`src/rtl/systolic_seq_ctrl.sv`:
```
// systolic_seq_ctrl: sequencer for one clear/feed/flush/drain pass of a dim_p x dim_p systolic array.
// Optional abort input enabled by defining SYSTOLIC_SEQ_CTRL_ABORT_EN.
module systolic_seq_ctrl #(
  parameter int dim_p = 4,
  parameter int k_width_p = 8
) (
  input  logic                     clk_i,
  input  logic                     reset_ni,
  input  logic                     start_v_i,
  input  logic [k_width_p-1:0]     k_i,
`ifdef SYSTOLIC_SEQ_CTRL_ABORT_EN
  input  logic                     abort_i,
`endif
  output logic                     ready_o,
  output logic                     acc_clear_o,
  output logic                     step_o,
  output logic                     feed_v_o,
  output logic [k_width_p-1:0]     feed_idx_o,
  output logic                     result_v_o,
  output logic [$clog2(dim_p)-1:0] drain_row_o,
  input  logic                     result_yumi_i,
  output logic                     busy_o,
  output logic                     done_o
);
  localparam int flush_n = 2 * (dim_p - 1);
  localparam int fw = $clog2(flush_n);
  localparam int rw = $clog2(dim_p);
  typedef enum logic [2:0] {IDLE, CLEAR, FEED, FLUSH, DRAIN, DONE} state_e;
  state_e state_r, state_n;
  logic [k_width_p-1:0] k_r, k_n, idx_r, idx_n;
  logic [fw-1:0] fl_r, fl_n;
  logic [rw-1:0] row_r, row_n;
  logic abort;
`ifdef SYSTOLIC_SEQ_CTRL_ABORT_EN
  assign abort = abort_i && (state_r != IDLE);
`else
  assign abort = 1'b0;
`endif
  assign feed_idx_o = idx_r;
  assign drain_row_o = row_r;
  // next-state and counter update; abort returns everything to the idle image
  always_comb begin
    state_n = state_r;
    k_n = k_r;
    idx_n = idx_r;
    fl_n = fl_r;
    row_n = row_r;
    case (state_r)
      IDLE: begin
        k_n = start_v_i ? k_i : k_r;
        state_n = start_v_i ? CLEAR : IDLE;
      end
      CLEAR: state_n = (k_r != '0) ? FEED : FLUSH;
      FEED: begin
        idx_n = (idx_r == k_r - k_width_p'(1)) ? '0 : idx_r + k_width_p'(1);
        state_n = (idx_r == k_r - k_width_p'(1)) ? FLUSH : FEED;
      end
      FLUSH: begin
        fl_n = (fl_r == fw'(flush_n - 1)) ? '0 : fl_r + fw'(1);
        state_n = (fl_r == fw'(flush_n - 1)) ? DRAIN : FLUSH;
      end
      DRAIN: begin
        row_n = !result_yumi_i ? row_r : (row_r == rw'(dim_p - 1)) ? '0 : row_r + rw'(1);
        state_n = (result_yumi_i && row_r == rw'(dim_p - 1)) ? DONE : DRAIN;
      end
      default: state_n = IDLE;
    endcase
    if (abort) begin
      state_n = IDLE;
      k_n = '0;
      idx_n = '0;
      fl_n = '0;
      row_n = '0;
    end
  end
  // state, counters and strobes registered from the next state so outputs never see inputs combinationally
  always_ff @(posedge clk_i or negedge reset_ni) begin
    if (!reset_ni) begin
      state_r <= IDLE;
      k_r <= '0;
      idx_r <= '0;
      fl_r <= '0;
      row_r <= '0;
      ready_o <= 1'b1;
      acc_clear_o <= 1'b0;
      step_o <= 1'b0;
      feed_v_o <= 1'b0;
      result_v_o <= 1'b0;
      busy_o <= 1'b0;
      done_o <= 1'b0;
    end else begin
      state_r <= state_n;
      k_r <= k_n;
      idx_r <= idx_n;
      fl_r <= fl_n;
      row_r <= row_n;
      ready_o <= state_n == IDLE;
      acc_clear_o <= state_n == CLEAR;
      step_o <= state_n == FEED || state_n == FLUSH;
      feed_v_o <= state_n == FEED;
      result_v_o <= state_n == DRAIN;
      busy_o <= state_n != IDLE;
      done_o <= state_n == DONE;
    end
  end
endmodule

```
`config.mk`:
```
export PLATFORM = sky130hd
export DESIGN_NAME = systolic_seq_ctrl
export DESIGN_NICKNAME = d
export VERILOG_FILES = /design/src/rtl/systolic_seq_ctrl.sv
export SDC_FILE = /design/constraint.sdc
export NUM_CORES = 1
export LEC_CHECK = 0
export ABC_CLOCK_PERIOD_IN_PS = 5200
export BUFFER_PORTS_ARGS = -buffer_cell sky130_fd_sc_hd__buf_2
export CORE_MARGIN = 1
export CORE_UTILIZATION = 59
export DETAILED_ROUTE_END_ITERATION = 10
export PLACE_DENSITY = 0.84
export SYNTH_ARGS = -nofsm -noshare
export SYNTH_HDL_FRONTEND = slang
export SYNTH_SLANG_ARGS = --single-unit
```
`constraint.sdc`:
```
create_clock -name clk_i -period 5.2 [get_ports clk_i]
set_clock_uncertainty 0.2 [all_clocks]
set_input_delay 0.78 -clock clk_i [delete_from_list [all_inputs] [get_ports clk_i]]
set_output_delay 0.78 -clock clk_i [all_outputs]
set_load 0.1 [all_outputs]
```
==> run_results.csv <==
group,metric,value,unit
outcome,status,"completed",
place,gp_congestion,0.816,
cts,cts_buffers,5,
layout,insertedDiodeCount,0,
logic_synthesis,ys.warnings.count,0,
timing,worst_pin_slew,1140,ps
timing,final-max-slew-violation-count,0,
worst_hold_path,min_path_type,"input pin to async pin",
logic_synthesis,ys_seq_elements,31,
logic_synthesis,ys_seq_area_share,48.6,%
cts,cts_tree,"built",
die,dieWidth,54.1,um
timing,min_period,2310,ps
die,initial_core_util,63.4,%
timing,min_period_over_period,44.4,%
logic_synthesis,synth_nets,162,
timing,hold_viol_final,0,
setup_path,worstPathArrival,2300,ps
setup_path,crit_fanout,16,
setup_path,required,5190,ps
cts,post_cts_buffers,0,
layout,area_growth,15.2,%
timing,clock.fmax,0.433,GHz
setup_path,cp-start-kind,"register",
timing,tns,0,ps
logic_synthesis,syn_inst,147,
routing,routed_wl,3000,um
place,io_buffers,28,
cts,clockBufferDepth,2,
timing,slew_headroom,23.7,%
setup_path,worstSetupPathType,"register to register",
cts,clkTransAtPathRegs,100,ps
routing,vias,1167,
routing,firstDrtPassIters,4,
timing,setup_violations,0,
grt,grt_pass1_wl,4780,um
cts,root_buffer,"clkbuf_4",
run,max-cap-violations,0,
grt,overflow,0,
die,die-area,2920,sq um
cts,ctsHtreeMaxLevel,2,
logic_synthesis,synth_area_leader_cell,"dfrtp_1",
logic_synthesis,yosysUniqueCellTypes,40,
routing,drt-initial-drc-count,12,
timing,rsz0062_at_grt,"no",
cts,clkLatencyLatePin,340,ps
die,io_pins,29,
logic_synthesis,syn-cell-area,1600,sq um
cts,cts_hold_repair.buffers,0,
die,core.rowCount,18,
setup_path,endpoint_kind,"register",
cts,numClockSinks,31,
logic_synthesis,yosys-top-cells-area,"dfrtp_1 (47%), mux2_2 (5.6%), xnor2_1 (4.4%)",
grt,antenna_found_initial,0,
grt,grtUsageTotal,24.0,%
cts,ctsResizeCount,0,
layout,nFillCells,208,
layout,num-nets-final,192,
routing,ant_nets,0,
routing,wire_per_inst,14.4,um
logic_synthesis,syn_avg_cell_area,10.9,sq um
grt,grt_max_degree,32,
layout,drive_above_1_share,30.9,%
routing,avgViaCountPerCell,5.61,
logic_synthesis,synth_top_cell_area_share,46.9,%
die,fp.dieH,54.1,um
routing,drc_errors,0,
die,core_area,2520,sq um
grt,grt_pass1_vias,1047,
place,dp_hpwl,2100,um
==> flip-flops by register name (all words and copies together), names as in the netlist <==
signal / count
done_o: 1
fl_r: 3
busy_o: 1
acc_clear_o: 1
step_o: 1
state_r: 3
drain_row_o: 2
feed_v_o: 1
result_v_o: 1
k_r: 8
ready_o: 1
feed_idx_o: 8
==> layout by cell type, fill, tap and decap left out, types with 5 or more instances in the layout <==
cell type	Yosys	final
clkbuf_4	0	5
xor2_1	8	8
buf_2	2	28
inv_1	5	5
o21ai_0	5	5
mux2_2	8	8
and3_1	5	5
xnor2_1	8	8
a21oi_1	7	7
nand2_1	9	9
nor2_1	6	6
nor3_1	5	5
dfrtp_1	30	30
==> per-layer routing <==
metal	wire length [um]	vias up	share of wire [%]	global-route usage (%)
li1	-	578	-	-
met1	1440	552	48	31.7
met2	1380	31	46	36.2
met3	131	6	4.4	7.63
met4	48	0	1.6	10.3
met5	0	-	0	0
==> worst paths after layout <==
kind | from | endpoint | slack (ps) | depth (start not counted)
hold reg to reg | fl_r[0]$_DFFE_PN0P_ | fl_r[0]$_DFFE_PN0P_ | 310 | 1
min in group clk_i | fl_r[0]$_DFFE_PN0P_ | fl_r[0]$_DFFE_PN0P_ | 310 | 1
max in group asynchronous | reset_ni | k_r[5]$_DFFE_PN0P_ | 4100 | 1
setup reg to reg | state_r[2]$_DFF_PN0_ | feed_idx_o[7]$_DFFE_PN0P_ | 2890 | 5
hold / removal | reset_ni | fl_r[0]$_DFFE_PN0P_ | 260 | 1
setup / recovery | state_r[2]$_DFF_PN0_ | feed_idx_o[7]$_DFFE_PN0P_ | 2890 | 5
==> kinds of logic (layout without fill, tap and decap cells) <==
kind of cell | Yosys count | after routing | share of synthesized area [%]
simple gates | 52 | 52 | 20.2
mux | 9 | 9 | 6.26
flops | 31 | 31 | 48.6
compound gates | 26 | 26 | 11.3
xor+xnor | 16 | 16 | 8.76
fa+ha+maj | 3 | 3 | 2.35
buf+inv | 10 | 41 | 2.50
==> Yosys cell counts (all sizes together) <==
cell,instances
a211oi,3
a21o,3
a21oi,7
a22o,1
a31oi,1
and2,3
and3,5
and4,1
buf,2
clkbuf,3
dfrtp,30
dfstp,1
ha,3
inv,5
mux2,8
mux2i,1
nand2,9
nand2b,3
nand3,3
nand3b,1
nand4,3
nor2,7
nor2b,4
nor3,7
nor3b,1
nor4,2
nor4b,1
o2111ai,1
o21a,1
o21ai,5
o21bai,1
o22ai,2
o31ai,1
or2,2
xnor2,8
xor2,8
==> area by class of cell <==
cell class | count | area [sq um] | share of cell area, %
timing repair buffer | 28 | 140 | 7.60
clock inverter | 2 | 35.0 | 1.90
multi-input combinational | 106 | 783 | 42.5
inverter | 5 | 18.8 | 1.02
clock buffer | 6 | 51.3 | 2.78
sequential | 31 | 777 | 42.2
tap | 30 | 37.5 | 2.04
==> critical path, stage by stage, from the launching register on <==
cell and delay (ps):
dfrtp_1 490, nor3b_2 770, and4_1 370, nand3_1 120
xor2_1 160, a21oi_1 50
==> metrics by stage <==
step | worst slack [ps] | instances | hold slack [ps] | util, % | instance area [sq um]
after global placement | 2760 | 200 | 285 | 69.6 | 1760
after detailed placement | 2690 | 200 | 299 | 69.6 | 1760
after CTS | 2890 | 208 | 281 | 73.1 | 1840
after floorplan | 2830 | 147 | 263 | - | 1600
final | 2890 | 208 | 265 | 73.1 | 1840
after global routing | 2720 | 208 | 309 | 73.1 | 1840
Power is left out: the tool's default activity adds up to more than one toggle a clock period on the data nets, which glitch-free logic cannot reach.
